## src/rtl/ofs_pcie_ss_rd_req_splitter.sv

```systemverilog
// Read request splitter: breaks a large dword-aligned read into chunks that
// never cross a MAX_RD_REQ_BYTES boundary, tagging each chunk from a pool of
// NUM_TAGS PCIe tags that are returned by the completion path.
module ofs_pcie_ss_rd_req_splitter #(
  parameter int MAX_RD_REQ_BYTES = 512,
  parameter int NUM_TAGS         = 128,
  parameter int ADDR_WIDTH       = 64,
  parameter int LEN_WIDTH        = 24,
  localparam int TAG_W  = $clog2(NUM_TAGS),
  localparam int OLEN_W = $clog2(MAX_RD_REQ_BYTES) + 1,
  localparam int CNT_W  = $clog2(NUM_TAGS) + 1
) (
  input  logic                  clk,
  input  logic                  reset,
  input  logic                  in_valid,
  output logic                  in_ready,
  input  logic [ADDR_WIDTH-1:0] in_addr,
  input  logic [LEN_WIDTH-1:0]  in_len,
  output logic                  out_valid,
  input  logic                  out_ready,
  output logic [ADDR_WIDTH-1:0] out_addr,
  output logic [OLEN_W-1:0]     out_len,
  output logic [TAG_W-1:0]      out_tag,
  output logic                  out_last,
  input  logic                  cpl_valid,
  input  logic [TAG_W-1:0]      cpl_tag,
  output logic [CNT_W-1:0]      tags_free,
  output logic                  err_dbl_free
);

  localparam int OFF_W = $clog2(MAX_RD_REQ_BYTES);

  typedef enum logic {IDLE, SPLIT} state_t;

  state_t                state;
  logic [ADDR_WIDTH-1:0] cur_addr;
  logic [LEN_WIDTH-1:0]  remaining;
  logic [NUM_TAGS-1:0]   tag_busy;

  logic [OFF_W-1:0]      boundary_off;
  logic [OLEN_W-1:0]     room;
  logic [OLEN_W-1:0]     chunk_len;
  logic                  chunk_last;
  logic [TAG_W-1:0]      free_tag;
  logic                  can_load;
  logic                  release_ok;
  logic                  release_bad;

  // A new request is only taken while no split is in progress.
  assign in_ready = (state == IDLE) && !reset;

  // The chunk runs to the next MAX_RD_REQ_BYTES boundary or to the end of the
  // request, whichever is nearer; when it is the end, the remainder fits OLEN_W.
  assign boundary_off = cur_addr[OFF_W-1:0];
  assign room         = OLEN_W'(MAX_RD_REQ_BYTES) - OLEN_W'(boundary_off);
  assign chunk_last   = (remaining <= LEN_WIDTH'(room));
  assign chunk_len    = chunk_last ? remaining[OLEN_W-1:0] : room;

  // A chunk is loaded when the output register is free or draining and a tag exists.
  assign can_load    = (state == SPLIT) && (!out_valid || out_ready) && (tags_free != '0);
  assign release_ok  = cpl_valid && tag_busy[cpl_tag];
  assign release_bad = cpl_valid && !tag_busy[cpl_tag];

  // Priority encoder: lowest-numbered tag that is not reserved.
  always_comb begin
    free_tag = '0;
    for (int i = NUM_TAGS - 1; i >= 0; i--) begin
      if (!tag_busy[i]) free_tag = TAG_W'(i);
    end
  end

  // Splitting FSM with the registered chunk output stage.
  always_ff @(posedge clk) begin
    if (reset) begin
      state     <= IDLE;
      cur_addr  <= '0;
      remaining <= '0;
      out_valid <= 1'b0;
      out_addr  <= '0;
      out_len   <= '0;
      out_tag   <= '0;
      out_last  <= 1'b0;
    end else begin
      case (state)
        IDLE: begin
          if (in_valid) begin
            cur_addr  <= in_addr;
            remaining <= in_len;
            state     <= SPLIT;
          end
        end
        SPLIT: begin
          if (can_load) begin
            cur_addr  <= cur_addr + ADDR_WIDTH'(chunk_len);
            remaining <= remaining - LEN_WIDTH'(chunk_len);
            if (chunk_last) state <= IDLE;
          end
        end
        default: state <= IDLE;
      endcase

      if (can_load) begin
        out_valid <= 1'b1;
        out_addr  <= cur_addr;
        out_len   <= chunk_len;
        out_tag   <= free_tag;
        out_last  <= chunk_last;
      end else if (out_ready) begin
        out_valid <= 1'b0;
      end
    end
  end

  // Tag reservation bitmap; a released tag only becomes visible next cycle.
  always_ff @(posedge clk) begin
    if (reset) begin
      tag_busy <= '0;
    end else begin
      if (release_ok) tag_busy[cpl_tag] <= 1'b0;
      if (can_load) tag_busy[free_tag] <= 1'b1;
    end
  end

  // Free-tag counter; a reserve and a release in the same cycle cancel out.
  always_ff @(posedge clk) begin
    if (reset) begin
      tags_free <= CNT_W'(NUM_TAGS);
    end else begin
      case ({can_load, release_ok})
        2'b10:   tags_free <= tags_free - CNT_W'(1);
        2'b01:   tags_free <= tags_free + CNT_W'(1);
        default: tags_free <= tags_free;
      endcase
    end
  end

  // Sticky flag for a completion that returns a tag nobody holds.
  always_ff @(posedge clk) begin
    if (reset) begin
      err_dbl_free <= 1'b0;
    end else if (release_bad) begin
      err_dbl_free <= 1'b1;
    end
  end

endmodule

```

## config.mk

```make
export PLATFORM = sky130hd
export DESIGN_NAME = ofs_pcie_ss_rd_req_splitter
export DESIGN_NICKNAME = d
export VERILOG_FILES = /design/src/rtl/ofs_pcie_ss_rd_req_splitter.sv
export SDC_FILE = /design/constraint.sdc
export NUM_CORES = 1
export LEC_CHECK = 0
export BUFFER_PORTS_ARGS = -buffer_cell sky130_fd_sc_hd__clkbuf_2
export CORE_MARGIN = 2
export CORE_UTILIZATION = 60
export CTS_BUF_LIST = sky130_fd_sc_hd__clkbuf_4 sky130_fd_sc_hd__clkbuf_8
export CTS_CLUSTER_DIAMETER = 60
export DETAILED_ROUTE_END_ITERATION = 16
export MAX_ROUTING_LAYER = met4
export PLACE_DENSITY = 0.79
export SLEW_MARGIN = 5
export SYNTH_ARGS = -nofsm -noshare
export SYNTH_HDL_FRONTEND = slang
export SYNTH_SLANG_ARGS = --single-unit
export TNS_END_PERCENT = 30
```

## constraint.sdc

```tcl
create_clock -name clk -period 12.65 [get_ports clk]
set_input_delay 2.53 -clock clk [delete_from_list [all_inputs] [get_ports clk]]
set_output_delay 2.53 -clock clk [all_outputs]
set_load 0.05 [all_outputs]
```

After elaboration in Yosys (flattened, before gate mapping)

Index checks and enable logic that the tools add are counted.

Bits in registers: 309
Word-level logic and storage cells: 195

$add $sub $neg: 5
Magnitude comparators: 5
Equality and inequality tests: 4
Multiplexer cells: 151
Bitwise logic cells: 4
Reduce and logical (&&, ||, !) cells: 15

Operators with widths:

| operator                                                                             | count |
|---|---|
| 7-bit two-way mux                                                                    | 128 |
| 128-bit two-way mux                                                                  | 3 |
| 128-bit AND                                                                          | 1 |
| 64-bit two-way mux                                                                   | 2 |
| 128-bit NOT                                                                          | 1 |
| 128-bit OR                                                                           | 1 |
| 64-bit one-hot mux with 2 select lines                                               | 1 |
| 64-bit by 10-bit adder with 64-bit output                                            | 1 |
| 24-bit two-way mux                                                                   | 2 |
| 24-bit one-hot mux with 2 select lines                                               | 1 |
| 24-bit by 10-bit <= comparator with 1-bit output                                     | 1 |
| 24-bit by 10-bit subtractor with 24-bit output                                       | 1 |
| 7-bit by 8-bit less-than comparator with 1-bit output (second input constant)        | 2 |
| 8-bit one-hot mux with 2 select lines                                                | 1 |
| 1-bit demux with 7-bit select                                                        | 2 |
| 7-bit by 1-bit greater-or-equal comparator with 1-bit output (second input constant) | 2 |
| 10-bit two-way mux                                                                   | 1 |
| 10-bit by 9-bit subtractor with 10-bit output (first input constant)                 | 1 |
| 8-bit by 1-bit adder with 8-bit output (second input constant)                       | 1 |
| 1-bit two-way mux                                                                    | 8 |
| 8-bit nonzero test                                                                   | 1 |
| 8-bit by 1-bit subtractor with 8-bit output (second input constant)                  | 1 |
| 1-bit binary-select mux with 7-bit select                                            | 1 |
| 1-bit logical AND                                                                    | 7 |
| other kinds (10)                                                                     | 13 |

Longest topological paths before layout

Word-level depth: 134
Gate-level depth with buffers: 26
Mapped depth without buffers: 23

Worst setup path after synthesis

Ideal clock, no wire load.

Path kind: input -> register
From: input port cpl_tag[0]
To: register tags_free[7]
Library setup time: 0.063 ns
Arrival time: 6.686 ns
Required time: 12.587 ns
Path slack: 5.901 ns
Stages: 21
Cell sequence: buf_2 > buf_4 > buf_2 > buf_2 > mux2_2 > a2111oi_0 > o31a_1 > buf_2 > buf_2 > nor2b_1 > ha_1 > inv_1 > ha_1 > a21o_1 > a21oi_1 > nor2b_1 > o21a_1 > o41a_1 > xnor2_1 > or3_1 > nand3_1

Cells in the longest elaborated chain, start to end: 5
Elaborated cells on any way between the ends: 7
Classes of those cells: eq/ne: 2; mux: 3; reduce/logical: 2

RTL lines:

| element                                                                            | line | source |
|---|---|---|
| start: declaration                                                                 | 26   | `input logic [TAG_W-1:0] cpl_tag,` |
| 1-bit binary-select mux with 7-bit select (*)                                      | 61   | `assign release_ok = cpl_valid && tag_busy[cpl_tag];` |
| 1-bit two-way mux (not written as such) (*)                                        | 61   |  |
| 1-bit logical AND (*)                                                              | 61   |  |
| 2-bit by 1-bit == test with 1-bit output / 2-bit == test (equally long branches)   | 129  | `case ({can_load, release_ok})` |
| 8-bit one-hot mux with 2 select lines / 2-bit nonzero test (equally long branches) | n/a  |  |
| end signal: assignment                                                             | 130  | `2'b10: tags_free <= tags_free - CNT_W'(1);` |
| end signal: assignment                                                             | 131  | `2'b01: tags_free <= tags_free + CNT_W'(1);` |
| end signal: assignment                                                             | 132  | `default: tags_free <= tags_free;` |
| end: declaration                                                                   | 27   | `output logic [CNT_W-1:0] tags_free,` |

Mark *: on every way between the ends. The rest lies on a longest branch, timed or not. The select of a mux whose other input is x is not followed.
A chain may end at the register's enable or synchronous reset.

Worst setup path in the final report

From: input port cpl_tag[2]
To: register tags_free[7]

The elaborated chain is that of the path after synthesis.

==> results_dict.tcl <==
set metrics [dict create \
    tritoncts_clock_tree "built" \
    detailedRoute.firstPassIterationCount 8 \
    grt_start_max_net_pins 89 \
    p_per_cell_area_nw_per_um2 156 \
    vertical_die_dimension_um 179 \
    die_width_um 179 \
    final_hold_viol_count 0 \
    vdd_ir_drop_max_mv 0.147 \
    slowest_stage "sky130_fd_sc_hd__o31a_2" \
    synth_fa_ha_area_frac 0.0293 \
    seq_area_frac_synth 0.338 \
    postRouteWirelength_um 65900 \
    max_transition_margin -0.0328 \
    drt_drc_violations_left 0 \
    crit_path_cell_trace "clkbuf_2 > buf_4 > mux4_2 > mux2_2 > a2111oi_0 > o31a_2 > nor2b_1 > ha_1 > inv_1 > ha_1 > a21o_1 > a21oi_1 > nor2b_1 > o21a_1 > o41a_1 > xnor2_1 > or3_1 > nand3_1" \
    final.setup.tns_ps 0 \
    grt_overflow 0 \
    placement.io_buffers 192 \
    cts_hold_buf 0 \
    worst_ep_required_time_ps 13200 \
    final.min_clock_period_ps 7380 \
    flow.area_growth_from_synthesis_pct 11.7 \
    antenna_violating_nets_post_route 0 \
    first_global_vias 18500 \
    r2r_cells 20 \
    dpl.cell_count 2791 \
    floorplan.io_pins 193 \
    post_route_cells_drive_above_1_share 0.149 \
    nature_of_the_critical_path_startpoint "input port" \
    post_layout_nonfiller_instances 2888 \
    synthesized_area_fraction_occupied_by_ao_oa_aoi_and_oai_cells 0.284 \
    path_clk_slew_ps 60 \
    core_sq_um 29900 \
    setup-violations-final 0 \
    cts_buffer_depth 3 \
    grt_antenna_before_repair 2 \
    distinct_cell_type_count_of_the_synthesized_netlist 88 \
    cts.sink_count 309 \
    total_grt_usage 0.415 \
    fp-row-count 63 \
    layout.nets 2598 \
    worstPathArrival_ps 7930 \
    area_taken_by_multi_input_logic_gates_sq_um 11300 \
    worst_r2r_startpoint "cur_addr[2]" \
    dieArea_sq_um 31900 \
    yosys.area.top_type_share 0.338 \
    timing.rr.end "cur_addr[34]" \
    synth_simple_gate_area_frac 0.235 \
    critical_path.endpoint_type "register" \
    power.static_leakage_nw 7.10 \
    mostFrequentLayoutCell "sky130_fd_sc_hd__nand2_1" \
    synthTopCellsByArea "sky130_fd_sc_hd__dfxtp_1 34%, sky130_fd_sc_hd__nand2_1 7.0%, sky130_fd_sc_hd__a21oi_1 4.2%, sky130_fd_sc_hd__o311ai_1 3.3%, sky130_fd_sc_hd__o21ai_0 3.2%" \
    post_detailed_route_wirelength_per_cell_um 22.8 \
    min_from "out_addr[50]" \
    worst_pin_slew_ps 1540 \
    timing.fmax_mhz 136 \
    reg2reg_slack_ps 5510 \
    worst_setup_path_endpoint "tags_free[7]" \
    worst_hold_path_type "reg -> reg" \
    slowest_delay_ps 890 \
    synth_flop_cell "sky130_fd_sc_hd__dfxtp_1" \
    grt_first_pass_wirelength_um 102000 \
    post_drt_via_cell_ratio 7.01 \
    clkLatencyLatePin_ps 630 \
    post-route-util 0.684 \
    finalClockSkew_ps 25.5 \
    synth_top_family_by_area "compound AO/OA/AOI/OAI gates" \
    post_synth_xor_area_fraction 0.0129 \
    violations_in_the_final_reports "capacitance limit, slew limit" \
    yosys_register_bits 309 \
    netlist.top_cell.by_area "sky130_fd_sc_hd__dfxtp_1" \
    syn_inst 2347 \
    vias 20200 \
    crit_path_start "cpl_tag[2]" \
    run_status "finished with violations" \
    post_cts_resized 0 \
    mostFrequentLayoutCells "338 x sky130_fd_sc_hd__nand2_1, 308 x sky130_fd_sc_hd__dfxtp_1, 191 x sky130_fd_sc_hd__clkbuf_2" \
    critical_path.max_fanout 54 \
    post_synth_arst_share 0 \
    post-route-period-util 0.583 \
    htreeDepth 2 \
    rsz_0062_raised_after_global_routing "false" \
    cts_post_setup_buffers_inserted 0 \
    timing.max_cap.violations 1 \
    sequential_cell_area_sq_um 6190 \
    synth_fp_nets 2488 \
    n_fill_cell 2567 \
    muxShareOfSynthArea 0.0517 \
    post_synthesis_mean_instance_area_sq_um 7.80 \
    hpwl_um 44800 \
    synth-warning-count 0 \
    timing_max_transition_violations_final 5 \
    timing_worst_setup_path_type "in -> reg" \
    drtIter0Drc 2902 \
    clock_tree.root_cell "sky130_fd_sc_hd__clkbuf_8" \
    mappedNetlistArea_sq_um 18300 \
    synth_enable_flop_cells 0 \
    floorplan.initialDensity 0.613 \
    routabilityCongestion 1.01 \
    cts_inserted_buffers 54 \
]
[sequential cells by signal, indices dropped and copies added, names as in the netlist]
| register | cells |
|---|---|
| tag_busy | 128 |
| cur_addr | 64 |
| out_addr | 64 |
| remaining | 24 |
| out_len | 10 |
| tags_free | 8 |
| out_tag | 7 |
| err_dbl_free | 1 |
| out_last | 1 |
| out_valid | 1 |
| state | 1 |
[stage by stage]
step           hold slack, ps  setup WS [ps]  area [sq um]  total power [mW]
5_1_grt                   470           5010         20400              3.34
6_report                  453           5270         20400              3.19
3_3_place_gp              442           4860         19300              2.18
4_1_cts                   454           5440         20400              3.17
2_1_floorplan             440           5900         18300              1.94
3_5_place_dp              446           4780         19300              2.21
[Yosys cell counts (11+ instances only)]
| cell | count |
|---|---|
| sky130_fd_sc_hd__a211oi_1 | 52 |
| sky130_fd_sc_hd__a21o_1 | 21 |
| sky130_fd_sc_hd__a21oi_1 | 153 |
| sky130_fd_sc_hd__a311oi_1 | 22 |
| sky130_fd_sc_hd__a31oi_1 | 39 |
| sky130_fd_sc_hd__and3_1 | 34 |
| sky130_fd_sc_hd__and4_1 | 13 |
| sky130_fd_sc_hd__buf_1 | 16 |
| sky130_fd_sc_hd__buf_2 | 24 |
| sky130_fd_sc_hd__clkbuf_1 | 115 |
| sky130_fd_sc_hd__dfxtp_1 | 309 |
| sky130_fd_sc_hd__ha_1 | 38 |
| sky130_fd_sc_hd__inv_1 | 56 |
| sky130_fd_sc_hd__mux2_1 | 12 |
| sky130_fd_sc_hd__mux2i_1 | 35 |
| sky130_fd_sc_hd__mux4_2 | 17 |
| sky130_fd_sc_hd__nand2_1 | 339 |
| sky130_fd_sc_hd__nand2b_1 | 18 |
| sky130_fd_sc_hd__nand3_1 | 74 |
| sky130_fd_sc_hd__nand4_1 | 64 |
| sky130_fd_sc_hd__nor2_1 | 153 |
| sky130_fd_sc_hd__nor2b_1 | 31 |
| sky130_fd_sc_hd__nor3_1 | 75 |
| sky130_fd_sc_hd__nor4_1 | 33 |
| sky130_fd_sc_hd__o211ai_1 | 66 |
| sky130_fd_sc_hd__o21a_1 | 14 |
| sky130_fd_sc_hd__o21ai_0 | 118 |
| sky130_fd_sc_hd__o21ai_1 | 93 |
| sky130_fd_sc_hd__o22ai_1 | 12 |
| sky130_fd_sc_hd__o311ai_1 | 70 |
| sky130_fd_sc_hd__or3_1 | 20 |
| sky130_fd_sc_hd__or4_1 | 11 |
| sky130_fd_sc_hd__xnor2_1 | 16 |
| sky130_fd_sc_hd__xor2_1 | 11 |
[critical path: cells and delay by family]
family	cells	cell delay (ps)
compound gates	6	2460
buf+inv	3	820
xor+xnor	1	140
fa+ha+maj	2	510
mux	2	840
simple gates	4	580
[layout make-up]
type | instances | share of cell area
diodes | 2 | 0.000245
flip-flops and latches | 309 | 0.303
inverters | 59 | 0.0110
clock buffers | 85 | 0.0514
clock inverters | 10 | 0.00361
repair buffers | 216 | 0.0561
multi-input cells | 1817 | 0.551
well taps | 390 | 0.0239
[how the worst min path moves through the flow]
| stage | endpoint | slack, ps | cells past startpoint |
|---|---|---|---|
| global placement | out_addr[30] | 440 | 2 |
| CTS | out_addr[42] | 450 | 2 |
| detailed placement | out_addr[50] | 450 | 2 |
| finish | out_addr[50] | 450 | 2 |
| floorplan | out_addr[31] | 440 | 2 |
| global route | out_addr[21] | 470 | 2 |
[cells by family after synthesis]
kind of cell    count (synthesis)
simple gates                  899
compound gates                779
flops                         309
buf+inv                       221
mux                            71
fa+ha+maj                      41
xor+xnor                       27
[power breakdown]
group	internal, mW	switching [mW]	total [mW]
logic	0.363	0.712	1.08
clock network	0.529	0.439	0.967
registers	1.05	0.0956	1.14
[per-layer routing]
layer | vias up | global-route usage | routed length (um)
li1 | 9113 | - | -
met1 | 9568 | 0.567 | 27200
met2 | 1364 | 0.599 | 28300
met3 | 187 | 0.0952 | 8140
met4 | 0 | 0.153 | 2250
met5 | - | - | 0
Note: power is estimated with default switching activity, not from simulation.
